[src/rtl/mbst_pkg.sv]
// Shared types and helpers for the serial sum-threshold unit and its compare cell.
package mbst_pkg;

  typedef enum logic [1:0] {
    IDLE  = 2'd0,
    ACCUM = 2'd1,
    FULL  = 2'd2
  } state_e;

  localparam int unsigned CMP_MODE_GT = 0;
  localparam int unsigned CMP_MODE_GE = 1;

  // Accumulator width that holds n_ops * (2^w - 1) without overflow.
  function automatic int unsigned acc_w(input int unsigned w, input int unsigned n_ops);
    return w + $clog2(n_ops);
  endfunction

endpackage

[src/rtl/mbst_serial_threshold_if.sv]
// Operand stream in, decision stream out, bundled for the threshold unit.
interface mbst_serial_threshold_if #(
  parameter int unsigned W     = 3,
  parameter int unsigned THR_W = W,
  parameter int unsigned ACC_W = W + 1
) ();
  logic             in_valid;
  logic             in_ready;
  logic [W-1:0]     in_data;
  logic [THR_W-1:0] in_thr;
  logic             in_last;
  logic             out_valid;
  logic             out_ready;
  logic             out_bit;
  logic [ACC_W-1:0] out_sum;
  logic             out_err;

  modport slave (
    input  in_valid, in_data, in_thr, in_last, out_ready,
    output in_ready, out_valid, out_bit, out_sum, out_err
  );

  modport master (
    output in_valid, in_data, in_thr, in_last, out_ready,
    input  in_ready, out_valid, out_bit, out_sum, out_err
  );
endinterface

[src/rtl/mbst_cmp.sv]
// Magnitude compare of a sum against a threshold, GT or GE selected at elaboration.
module mbst_cmp
  import mbst_pkg::*;
#(
  parameter int unsigned ACC_W  = 4,
  parameter int unsigned CMP_GE = CMP_MODE_GT
) (
  input  logic [ACC_W-1:0] sum,
  input  logic [ACC_W-1:0] thr,
  output logic             hit
);

  // Decision bit for the selected compare mode.
  always_comb begin
    hit = (CMP_GE == CMP_MODE_GE) ? (sum >= thr) : (sum > thr);
  end

endmodule

[src/rtl/mbst_serial_threshold.sv]
// Serial multi-operand sum-threshold unit: accumulates up to N_OPS beats per frame,
// compares the exact sum to the threshold captured on the first beat, and holds the
// result in a one-entry output buffer that can drain and refill in the same cycle.
module mbst_serial_threshold
  import mbst_pkg::*;
#(
  parameter int unsigned W      = 3,
  parameter int unsigned N_OPS  = 2,
  parameter int unsigned THR_W  = W,
  parameter int unsigned CMP_GE = CMP_MODE_GT
) (
  input  logic                   clk,
  input  logic                   rst_n,
  mbst_serial_threshold_if.slave bus
);

  localparam int unsigned ACC_W = acc_w(W, N_OPS);
  localparam int unsigned CNT_W = $clog2(N_OPS + 1);

  state_e           state_q, state_d;
  logic [ACC_W-1:0] acc_q, acc_d;
  logic [CNT_W-1:0] cnt_q, cnt_d;
  logic [ACC_W-1:0] thr_q, thr_d;
  logic [ACC_W-1:0] out_sum_q, out_sum_d;
  logic             out_bit_q, out_bit_d;
  logic             out_err_q, out_err_d;

  logic             in_ready;
  logic             beat;
  logic             first;
  logic             close;
  logic             drain;
  logic [ACC_W-1:0] acc_nxt;
  logic [CNT_W-1:0] cnt_nxt;
  logic [ACC_W-1:0] thr_cur;
  logic             hit;

  assign in_ready      = (state_q != FULL) | bus.out_ready;
  assign bus.in_ready  = in_ready;
  assign bus.out_valid = (state_q == FULL);
  assign bus.out_sum   = out_sum_q;
  assign bus.out_bit   = out_bit_q;
  assign bus.out_err   = out_err_q;

  // Compare against the sum including the current beat so the result is ready on close.
  mbst_cmp #(
    .ACC_W  (ACC_W),
    .CMP_GE (CMP_GE)
  ) u_cmp (
    .sum (acc_nxt),
    .thr (thr_cur),
    .hit (hit)
  );

  // Beat datapath: a frame starts on any beat taken outside ACCUM (IDLE, or FULL while draining).
  always_comb begin
    beat    = bus.in_valid & in_ready;
    first   = (state_q != ACCUM);
    drain   = (state_q == FULL) & bus.out_ready;
    acc_nxt = first ? ACC_W'(bus.in_data) : acc_q + ACC_W'(bus.in_data);
    cnt_nxt = first ? CNT_W'(1) : cnt_q + CNT_W'(1);
    thr_cur = first ? ACC_W'(bus.in_thr) : thr_q;
    close   = beat & (bus.in_last | (cnt_nxt == CNT_W'(N_OPS)));
  end

  // Next state and output-buffer load; a closing beat always refills the buffer,
  // so FULL is reached whether or not the previous result drained this cycle.
  always_comb begin
    state_d   = state_q;
    acc_d     = acc_q;
    cnt_d     = cnt_q;
    thr_d     = thr_q;
    out_sum_d = out_sum_q;
    out_bit_d = out_bit_q;
    out_err_d = out_err_q;
    if (beat) begin
      acc_d = acc_nxt;
      cnt_d = cnt_nxt;
      thr_d = thr_cur;
    end
    if (close) begin
      state_d   = FULL;
      cnt_d     = '0;
      out_sum_d = acc_nxt;
      out_bit_d = hit;
      out_err_d = (cnt_nxt != CNT_W'(N_OPS)) | ~bus.in_last;
    end else if (beat) begin
      state_d = ACCUM;
    end else if (drain) begin
      state_d = IDLE;
    end
  end

  // State and datapath registers with synchronous active-low reset.
  always_ff @(posedge clk) begin
    if (!rst_n) begin
      state_q   <= IDLE;
      acc_q     <= '0;
      cnt_q     <= '0;
      thr_q     <= '0;
      out_sum_q <= '0;
      out_bit_q <= 1'b0;
      out_err_q <= 1'b0;
    end else begin
      state_q   <= state_d;
      acc_q     <= acc_d;
      cnt_q     <= cnt_d;
      thr_q     <= thr_d;
      out_sum_q <= out_sum_d;
      out_bit_q <= out_bit_d;
      out_err_q <= out_err_d;
    end
  end

endmodule

[src/flat_wrapper.sv]
// flat-port wrapper written by rule: the top's interface ports become plain ports
module mbst_serial_threshold_flat import mbst_pkg::*;
#(
  parameter int unsigned W      = 3,
  parameter int unsigned N_OPS  = 2,
  parameter int unsigned THR_W  = W,
  parameter int unsigned CMP_GE = CMP_MODE_GT
)
  (clk, rst_n, bus_in_valid, bus_in_data, bus_in_thr, bus_in_last, bus_out_ready, bus_in_ready, bus_out_valid, bus_out_bit, bus_out_sum, bus_out_err);
  mbst_serial_threshold_if #(.W(W), .THR_W(THR_W), .ACC_W(4)) bus_i ();
  input  logic clk;
  input  logic rst_n;
  input wire logic [$bits(bus_i.in_valid)-1:0] bus_in_valid;
  input wire logic [$bits(bus_i.in_data)-1:0] bus_in_data;
  input wire logic [$bits(bus_i.in_thr)-1:0] bus_in_thr;
  input wire logic [$bits(bus_i.in_last)-1:0] bus_in_last;
  input wire logic [$bits(bus_i.out_ready)-1:0] bus_out_ready;
  output wire logic [$bits(bus_i.in_ready)-1:0] bus_in_ready;
  output wire logic [$bits(bus_i.out_valid)-1:0] bus_out_valid;
  output wire logic [$bits(bus_i.out_bit)-1:0] bus_out_bit;
  output wire logic [$bits(bus_i.out_sum)-1:0] bus_out_sum;
  output wire logic [$bits(bus_i.out_err)-1:0] bus_out_err;
  assign bus_i.in_valid = bus_in_valid;
  assign bus_i.in_data = bus_in_data;
  assign bus_i.in_thr = bus_in_thr;
  assign bus_i.in_last = bus_in_last;
  assign bus_i.out_ready = bus_out_ready;
  assign bus_in_ready = bus_i.in_ready;
  assign bus_out_valid = bus_i.out_valid;
  assign bus_out_bit = bus_i.out_bit;
  assign bus_out_sum = bus_i.out_sum;
  assign bus_out_err = bus_i.out_err;
  mbst_serial_threshold #(.W(W), .N_OPS(N_OPS), .THR_W(THR_W), .CMP_GE(CMP_GE)) u_core (.clk(clk), .rst_n(rst_n), .bus(bus_i));
endmodule
[config.mk]
export PLATFORM = sky130hd
export DESIGN_NAME = mbst_serial_threshold_flat
export DESIGN_NICKNAME = d
export VERILOG_FILES = /design/src/rtl/mbst_pkg.sv /design/src/rtl/mbst_serial_threshold_if.sv /design/src/rtl/mbst_cmp.sv /design/src/rtl/mbst_serial_threshold.sv /design/src/flat_wrapper.sv
export SDC_FILE = /design/constraint.sdc
export NUM_CORES = 1
export LEC_CHECK = 0
export BUFFER_PORTS_ARGS = -buffer_cell sky130_fd_sc_hd__buf_2
export CAP_MARGIN = 25
export CORE_ASPECT_RATIO = 1.1
export CORE_MARGIN = 4
export CORE_UTILIZATION = 48
export CTS_CLUSTER_DIAMETER = 80
export DETAILED_ROUTE_END_ITERATION = 8
export MAX_ROUTING_LAYER = met4
export PLACE_DENSITY = 0.79
export SYNTH_ARGS = -nofsm -noshare
export SYNTH_HDL_FRONTEND = slang
export SYNTH_SLANG_ARGS = --single-unit
[constraint.sdc]
create_clock -name clk -period 2 [get_ports clk]
set_clock_uncertainty 0.1 [all_clocks]
set_input_delay 0.2 -clock clk [delete_from_list [all_inputs] [get_ports clk]]
set_output_delay 0.2 -clock clk [all_outputs]
set_load 0.005 [all_outputs]
==> metrics, run 1 <==
routed length per instance 13.24 um; run status complete, but fails checks; CP max-delay cell fa_2; achievable frequency 471.9 MHz; P_sw 0.2234 mW; clk_lat worst skew 0.28 ns; leakage 0.5798 nW; mapped cell area 975.9 um2; Slew Limit Fails 0; Yosys reg bits 18; crit path DAT 2.19 ns; cells taking the most area after synthesis dfxtp_1 37%, ha_1 9.0%, mux2i_1 6.2%; post-route ant nets 0; Buffers on Ports 18; max_cap viols 0; Max-slew headroom 73.40%; CTS Hold Buffers Added 0; sequential-to-total area share from yosys stat 36.92%; Peak VDD IR 0.0005355 V; Cell Chain, Critical Path ha_4 -> inv_2 -> fa_2 -> mux2i_2 -> ha_1 -> a21oi_2 -> o21ai_1 -> a32o_1; cells after synthesis 105; Sequential Power Share 50.0%; die width 50.99 um; HP Class input pin to flip-flop; final design utilization 68.68%; placed inst area 1159 um2; largest net degree at the start of global routing 17; CTS Buf Count 3; Power Density 622.0 nW/um2; post-route cell area 1279 um2; Power Internal 0.5720 mW; Synth top area share 36.92%; Clock power frac 21.4%; Ys Warns 0; Comb pwr share 28.6%; final setup fails 1; most common cell after layout, fill and taps aside buf_2; row count 16; syn_area_per_cell 9.295 um2; number of synthesized flops with an enable pin 0; vias 868; Initial Util 52.42%; # DRC 0; CTS tree yes; Remaining Overflow, GRT 0; switch share 28.08%; Via density 5.358; Routability Congestion 0.9000; Final period util 105.9%; Die H 55.29 um; worst slew pin tran 0.3879 ns; # IOs 19; failing checks setup timing; setup slack, reg-to-reg -0.12 ns; post-route minimum period 2.119 ns; Top Family by Delay on Critical Path adder cells; Die ar. 2819 um2; overall power 0.7954 mW; fraction of layout cells with a size suffix above 1 40.00%; nets@finish 156; worst setup margin -0.1189 ns; H-tree levels 1; post-DP HPWL 1.527 mm; CP max stage delay 0.42 ns; Core Area 1862 um2; Area growth syn-to-layout 31.03%; kind of start point of the critical path flip-flop; CTS max path bufs 2; first-pass GRT wire length 3.539 mm; synthesized net count 124; Critical Path RT 2.07 ns; RSZ-0062 raised after global routing true; top_reg_cell synth dfxtp_1; clock-pin slew on the worst setup and hold paths 0.10 ns; largest area contributor in the netlist dfxtp_1; crit path buf inv count 1; final hold violation count 0; CP Capture Type flip-flop; most frequent cells in the layout 18 x buf_2, 16 x dfxtp_1, 14 x buf_4, 8 x inv_1, 8 x nor2_1; n_diodes 0; final wirelength 2.145 mm; Sink Count 18; vias in the first global route 811; distinct cell type count after synthesis 36; initial DRC count 17; worst slack, placed -0.1862 ns; crit path max fanout 2; Root Driver clkbuf_4; async set-reset flop share out of synthesis 0%; Setup CP Type flip-flop to flip-flop; GRT Total Usage 16.46%; DRT Pass-1 Iters 4; initial antenna violation count 0
==> sequential cells by signal, indices dropped and copies added, names as in the netlist <==
register	count
u_core.acc_q	4
u_core.bus.out_sum	4
u_core.thr_q	4
u_core.cnt_q	2
u_core.state_q	2
u_core.bus.out_bit	1
u_core.bus.out_err	1
==> routing by layer <==
layer,track usage [%],part of all wire [%],up-vias
met4,5.769,0.47,0
li1,-,-,435
met2,26.89,50,22
met1,19.37,43,409
met3,4.032,5.7,2
met5,-,0,-
==> synthesized netlist by cell type (2+ instances only) <==
library cell / n
buf_6: 2
o211ai_1: 2
a21oi_1: 8
a32o_1: 2
a211oi_1: 4
o21ai_0: 2
xnor2_1: 2
and2_1: 3
nor2b_1: 3
nor2_1: 8
mux2i_1: 6
a22o_1: 2
dfxtp_1: 18
nand2_1: 6
buf_2: 2
ha_1: 7
inv_1: 9
==> worst paths after layout <==
path                                         start            endpoint  cells past startpoint
worst max-delay path               u_core.acc_q[0]  u_core.bus.out_bit                      8
worst min-delay path                         rst_n  u_core.bus.out_err                      3
worst max register to register     u_core.acc_q[0]  u_core.bus.out_bit                      8
worst min register to register  u_core.bus.out_err  u_core.bus.out_err                      2
==> worst register-to-register path: stages (launching register included) <==
cell and delay [ns]:
dfxtp_2 0.35, ha_4 0.15, inv_2 0.05, fa_2 0.42, mux2i_2 0.21, ha_1 0.30
a21oi_2 0.13, o21ai_1 0.06, a32o_1 0.24
==> through the flow <==
stage,setup TNS (ns),hold slack [ns],instances
after global routing,-0.2092,0.09986,162
after detailed placement,-0.1862,0.3287,156
final,-0.1189,0.1151,162
after global placement,-0.1617,0.3237,156
after floorplan,-0.04295,0.2228,105
after CTS,-0.1378,0.09688,160
==> what timing repair did <==
action                     in CTS  in global routing
resized for setup               7                  6
gates cloned                    0                  0
buffers inserted                1                  2
pin swaps                       6                  3
setup endpoints to repair       1                  1
==> cells by family (layout without fill, tap and decap cells) <==
kind of cell / Yosys count / count (layout) / share of synthesized area [%]
AND/OR/NAND/NOR: 29 / 29 / 16.41
flip-flops: 18 / 18 / 36.92
multiplexers: 7 / 7 / 7.308
adder cells (fa/ha/maj): 8 / 8 / 11.03
XOR/XNOR: 2 / 2 / 1.795
buffers and inverters: 14 / 44 / 7.179
AO/OA/AOI/OAI: 27 / 27 / 19.36
==> power groups by stage <==
stage	Clock, mW	Sequential, mW	Combinational (mW)
floorplan	0	0.402	0.124
global placement	0	0.402	0.189
detailed placement	0	0.403	0.194
CTS	0.178	0.396	0.207
global route	0.198	0.400	0.252
finish	0.170	0.398	0.228
==> layout make-up <==
type,count,area (um2)
Multi-Input combinational cell,73,630.6
Fill cell,149,583.1
Sequential cell,18,362.8
Timing Repair Buffer,32,195.2
Inverter,9,33.78
Tap cell,27,33.78
Clock buffer,3,22.52
No activity file was read; power rests on OpenSTA's default activity.
==> run 2: changes to the inputs <==
--- a/config.mk
+++ b/config.mk
@@ -7,13 +7,15 @@
 export LEC_CHECK = 0
 export BUFFER_PORTS_ARGS = -buffer_cell sky130_fd_sc_hd__buf_2
 export CAP_MARGIN = 25
+export CELL_PAD_IN_SITES_DETAIL_PLACEMENT = 0
+export CELL_PAD_IN_SITES_GLOBAL_PLACEMENT = 2
 export CORE_ASPECT_RATIO = 1.1
 export CORE_MARGIN = 4
-export CORE_UTILIZATION = 48
+export CORE_UTILIZATION = 29
 export CTS_CLUSTER_DIAMETER = 80
 export DETAILED_ROUTE_END_ITERATION = 8
 export MAX_ROUTING_LAYER = met4
-export PLACE_DENSITY = 0.79
+export PLACE_DENSITY = 0.78
 export SYNTH_ARGS = -nofsm -noshare
 export SYNTH_HDL_FRONTEND = slang
 export SYNTH_SLANG_ARGS = --single-unit
==> metrics, run 2 (synthesis results as in run 1) <==
run status complete, but fails checks; failing checks setup timing; setup slack, reg-to-reg -0.13 ns (about the same); kind of start point of the critical path flip-flop; achievable frequency 469.2 MHz (-0.59%); worst setup margin -0.1314 ns (-0.01248 ns); crit path max fanout 2 (unchanged); initial DRC count 50 (+33); DRT Pass-1 Iters 4 (unchanged); final design utilization 40.02% (-29 points); Final period util 106.6% (+0.62 points); HP Class input pin to flip-flop; largest net degree at the start of global routing 17 (unchanged); Buffers on Ports 18 (unchanged); clock-pin slew on the worst setup and hold paths 0.10 ns (about the same); Max-slew headroom 74.99% (+1.6 points); Worst Min Path Start rst_n; number of placed cells counting well taps 163 (+4.5%); Setup CP Type flip-flop to flip-flop; Die ar. 4358 um2 (+55%); Routability Congestion 0.7396 (-18%); worst slew pin tran 0.3648 ns (-0.02310 ns); most common cell after layout, fill and taps aside buf_2; Root Driver clkbuf_4; clk_lat worst skew 0.29 ns (about the same); crit path DAT 2.22 ns (+0.03 ns); most used routing layer met2; reg2reg end u_core.bus.out_bit; nets@finish 156 (unchanged); CP startpoint u_core.acc_q[0]; CTS Buf Count 3 (unchanged); Power Density 632.3 nW/um2 (+1.6%); post-route minimum period 2.131 ns (+0.01248 ns); Slew Limit Fails 0 (unchanged); Critical Path RT 2.09 ns (+0.02 ns); GR Util met2 20.03% (-6.9 points); Worst Reg-to-Reg Cells 8 (unchanged); CTS max path bufs 2 (unchanged); Worst R2R Start u_core.acc_q[0]; Area growth syn-to-layout 28.21%; most frequent cells in the layout 18 x buf_2, 17 x dfxtp_1, 14 x buf_4, 8 x inv_1, 8 x nor2_1; CTS tree yes; first-pass GRT wire length 3.815 mm (+7.8%); fillers 317 (+110%); vias in the first global route 802 (-1.1%); fin cells 169 (+4.3%); Reg area 361.6 um2 (-0.34%); initial antenna violation count 0 (unchanged); Via density 4.982 (-7.0%); WHS Path Cells 3 (unchanged); # DRC 0 (unchanged); final hold violation count 0 (unchanged); Die H 68.84 um (+25%); GRT Total Usage 11.69% (-4.8 points); # IOs 19 (unchanged); multi-input logic area 595.6 um2 (-5.6%); die width 63.31 um (+24%); post-route cell area 1251 um2 (-2.2%); placed inst area 1167 um2 (+0.76%); Worst Setup EP u_core.bus.out_bit; Sink Count 18 (unchanged); H-tree levels 1 (unchanged); post-DP HPWL 1.727 mm (+13%); final setup fails 2 (+1); Core Area 3127 um2 (+68%); final wirelength 2.233 mm (+4.1%); max_cap viols 0 (unchanged); RSZ-0062 raised after global routing true; leakage 0.5697 nW (-1.7%); Initial Util 31.21% (-21 points); vias 842 (-3.0%); CP Capture Type flip-flop; Peak VDD IR 0.0003387 V (-37%); grt met3 use 4.052% (+0.020 points); n_diodes 0 (unchanged); fraction of layout cells with a size suffix above 1 36.30% (-3.7 points); grt met1 use 13.47% (-5.9 points); row count 21 (+5); post-route ant nets 0 (unchanged); overall power 0.7911 mW (-0.54%); routed length per instance 13.21 um (-0.21%); Remaining Overflow, GRT 0 (unchanged); worst slack, placed -0.1935 ns (-0.007271 ns)
## run 2: through the flow
step	hold slack (ns)	TNS [ns]
6_report	0.08354	-0.1851
5_1_grt	0.08014	-0.4186
4_1_cts	0.07420	-0.1443
3_5_place_dp	0.3305	-0.1935
3_3_place_gp	0.3268	-0.1899
2_1_floorplan	0.2228	-0.04295
## run 2: worst min-delay path by stage
stage | to | slack, ns
6_report | u_core.thr_q[3] | 0.08
5_1_grt | u_core.bus.out_err | 0.08
3_5_place_dp | u_core.bus.out_err | 0.33
4_1_cts | u_core.thr_q[3] | 0.07
2_1_floorplan | u_core.thr_q[3] | 0.22
3_3_place_gp | u_core.bus.out_err | 0.33
## run 2: area by class of cell
cell class | count | share of cell area (%)
Timing Repair Buffer | 32 | 15.60
Clock buffer | 3 | 1.800
Multi-Input combinational cell | 73 | 47.60
Tap cell | 34 | 3.400
Sequential cell | 18 | 28.90
Inverter | 9 | 2.700
## run 2: critical path, cell delays in order (launching register included)
cell,delay [ns]
dfxtp_2,0.35
ha_4,0.16
inv_2,0.05
fa_2,0.42
mux2i_2,0.22
ha_1,0.29
a21oi_1,0.13
o21ai_1,0.08
a32o_1,0.24
## run 2: power breakdown
part	internal (mW)	switching, mW
registers	0.382	0.0133
logic	0.112	0.102
clock network	0.0700	0.111
total	0.564	0.227
## run 2: repair_timing
item | in CTS | in global routing
buffers inserted | 2 | 1
hold buffers | 0 | 0
gates resized for setup | 4 | 2
hold endpoints to repair | 0 | 0
endpoints found under the setup margin | 1 | 2
pin swaps | 4 | 2
## run 2: metal layers
layer  part of all wire [%]  wire (um)  vias up
met5                      0          0        -
met4                   0.76         17        0
met3                    4.2         94        2
met2                     48       1069       16
met1                     47       1052      394
li1                       -          -      430
==> run 3: changes to the inputs <==
==> constraint.sdc (replaced) <==
create_clock -name clk -period 2 [get_ports clk]
set_clock_uncertainty 0.1 [all_clocks]
set_input_delay 0.1 -clock clk [delete_from_list [all_inputs] [get_ports clk]]
set_output_delay 0.1 -clock clk [all_outputs]
set_load 0.005 [all_outputs]
==> metrics, run 3 (synthesis results as in run 1) <==
nets@finish 156 (unchanged); Initial Util 31.21% (unchanged); Die ar. 4358 um2 (unchanged); clock-pin slew on the worst setup and hold paths 0.11 ns (about the same); Buffers on Ports 18 (unchanged); CP max stage delay 0.37 ns (-0.05 ns); final wirelength 2.233 mm (unchanged); initial antenna violation count 0 (unchanged); post-route cell area 1294 um2 (+3.4%); P_sw 0.2414 mW (+6.4%); crit path DAT 2.22 ns (about the same); switch share 28.20% (-0.49 points); Clock power frac 26.9% (+4.0 points); largest net degree at the start of global routing 17 (unchanged); fillers 309 (-2.5%); die width 63.31 um (unchanged); run status complete, but fails checks; row count 21 (unchanged); multi-input logic area 621.8 um2 (+4.4%); Root Driver clkbuf_4; leakage 0.5757 nW (+1.0%); final design utilization 41.38% (+1.4 points); final setup fails 1 (-1); DRT Pass-1 Iters 4 (unchanged); Area growth syn-to-layout 32.56%; # IOs 19 (unchanged); Routability Congestion 0.7423 (+0.37%); vias in the first global route 831 (+3.6%); # DRC 0 (unchanged); worst setup margin -0.1179 ns (+0.01350 ns); Remaining Overflow, GRT 0 (unchanged); Sequential Power Share 46.3% (-3.6 points); HP Class input pin to flip-flop; routed length per instance 13.14 um (-0.59%); Reg area 361.6 um2 (unchanged); Setup CP Type flip-flop to flip-flop; Critical Path RT 2.11 ns (+0.02 ns); Max-slew headroom 74.93% (about the same); placed inst area 1152 um2 (-1.3%); most frequent cells in the layout 18 x buf_2, 17 x dfxtp_1, 13 x buf_4, 9 x inv_1, 8 x nor2_1; first-pass GRT wire length 3.801 mm (-0.37%); n_diodes 0 (unchanged); failing checks setup timing; Slew Limit Fails 0 (unchanged); H-tree levels 1 (unchanged); most common cell after layout, fill and taps aside buf_2; Power Density 661.7 nW/um2 (+4.7%); fraction of layout cells with a size suffix above 1 36.76% (+0.47 points); final hold violation count 0 (unchanged); crit path max fanout 2 (unchanged); Sink Count 18 (unchanged); max_cap viols 0 (unchanged); Cell Chain, Critical Path ha_4 -> inv_1 -> fa_2 -> xnor2_1 -> mux2i_1 -> inv_1 -> ha_4 -> nand4_1 -> a32o_1; post-DP HPWL 1.700 mm (-1.6%); Power Internal 0.6147 mW (+9.0%); vias 837 (-0.59%); CP max-delay cell dfxtp_2; achievable frequency 472.2 MHz (+0.64%); worst slew pin tran 0.3656 ns (+0.0008293 ns); CTS Buf Count 3 (unchanged); clk_lat worst skew 0.30 ns (about the same); Top Family by Delay on Critical Path adder cells; kind of start point of the critical path flip-flop; CTS max path bufs 2 (unchanged); Comb pwr share 26.8% (-0.3 points); RSZ-0062 raised after global routing true; setup TNS -0.1179 ns (+0.06717 ns); Via density 4.924 (-1.2%); initial DRC count 22 (-56%); post-route minimum period 2.118 ns (-0.01350 ns); Die H 68.84 um (unchanged); crit path buf inv count 2 (+1); Peak VDD IR 0.0003034 V (-10%); Final period util 105.9% (-0.67 points); post-route ant nets 0 (unchanged); CTS tree yes; GRT Total Usage 11.62% (-0.064 points); Core Area 3127 um2 (unchanged); CP Capture Type flip-flop
[run 3: final cells by class]
class,instances,share of cell area (%)
inverter,9,2.611
multi-input combinational,73,48.07
sequential,18,27.95
tap,34,3.288
timing repair buffer,32,15.28
clock buffer,4,2.805
[run 3: power by group through the flow]
stage / Combinational, mW / Sequential (mW) / Clock, mW
after floorplan: 0.124 / 0.402 / 0
after global placement: 0.190 / 0.403 / 0
after detailed placement: 0.193 / 0.404 / 0
after CTS: 0.229 / 0.397 / 0.238
after global routing: 0.259 / 0.400 / 0.256
final: 0.229 / 0.397 / 0.230
[run 3: per-layer routing]
layer	routed length [um]	track usage (%)
met5	0	-
met4	21	4.043
met3	90	2.593
met2	1097	20.55
met1	1023	13.20
[run 3: worst paths after layout]
check                             to            start  slack [ns]  cells past startpoint
hold reg to reg      u_core.thr_q[3]  u_core.thr_q[3]        0.34                      2
setup reg to reg  u_core.bus.out_bit  u_core.acc_q[0]       -0.12                      9
setup / recovery  u_core.bus.out_bit  u_core.acc_q[0]       -0.12                      9
hold / removal    u_core.bus.out_err      bus_in_last        0.02                      4
[run 3: timing repair]
| item | 4_1_cts | 5_1_grt |
|---|---|---|
| pin swaps | 2 | 0 |
| setup endpoints to repair | 1 | 2 |
| hold endpoints to repair | 3 | 0 |
| setup buffers | 4 | 0 |
| hold buffers | 1 | 0 |
| resized for setup | 7 | 1 |
[run 3: worst min-delay path: cells and delay by family]
kind / cells / cell delay [ns]
buffers and inverters: 1 / 0.09
AND/OR/NAND/NOR: 1 / 0.04
AO/OA/AOI/OAI: 2 / 0.17
[run 3: metrics by stage]
| stage | power (mW) | hold slack, ns | worst slack, ns | std cells |
|---|---|---|---|---|
| floorplan | 0.5268 | 0.1228 | -0.04295 | 105 |
| global placement | 0.5931 | 0.2968 | -0.1728 | 161 |
| detailed placement | 0.5972 | 0.2967 | -0.1974 | 161 |
| CTS | 0.8639 | 0.02325 | -0.1086 | 170 |
| global route | 0.9149 | 0.02243 | -0.2313 | 170 |
| finish | 0.8561 | 0.02116 | -0.1179 | 170 |
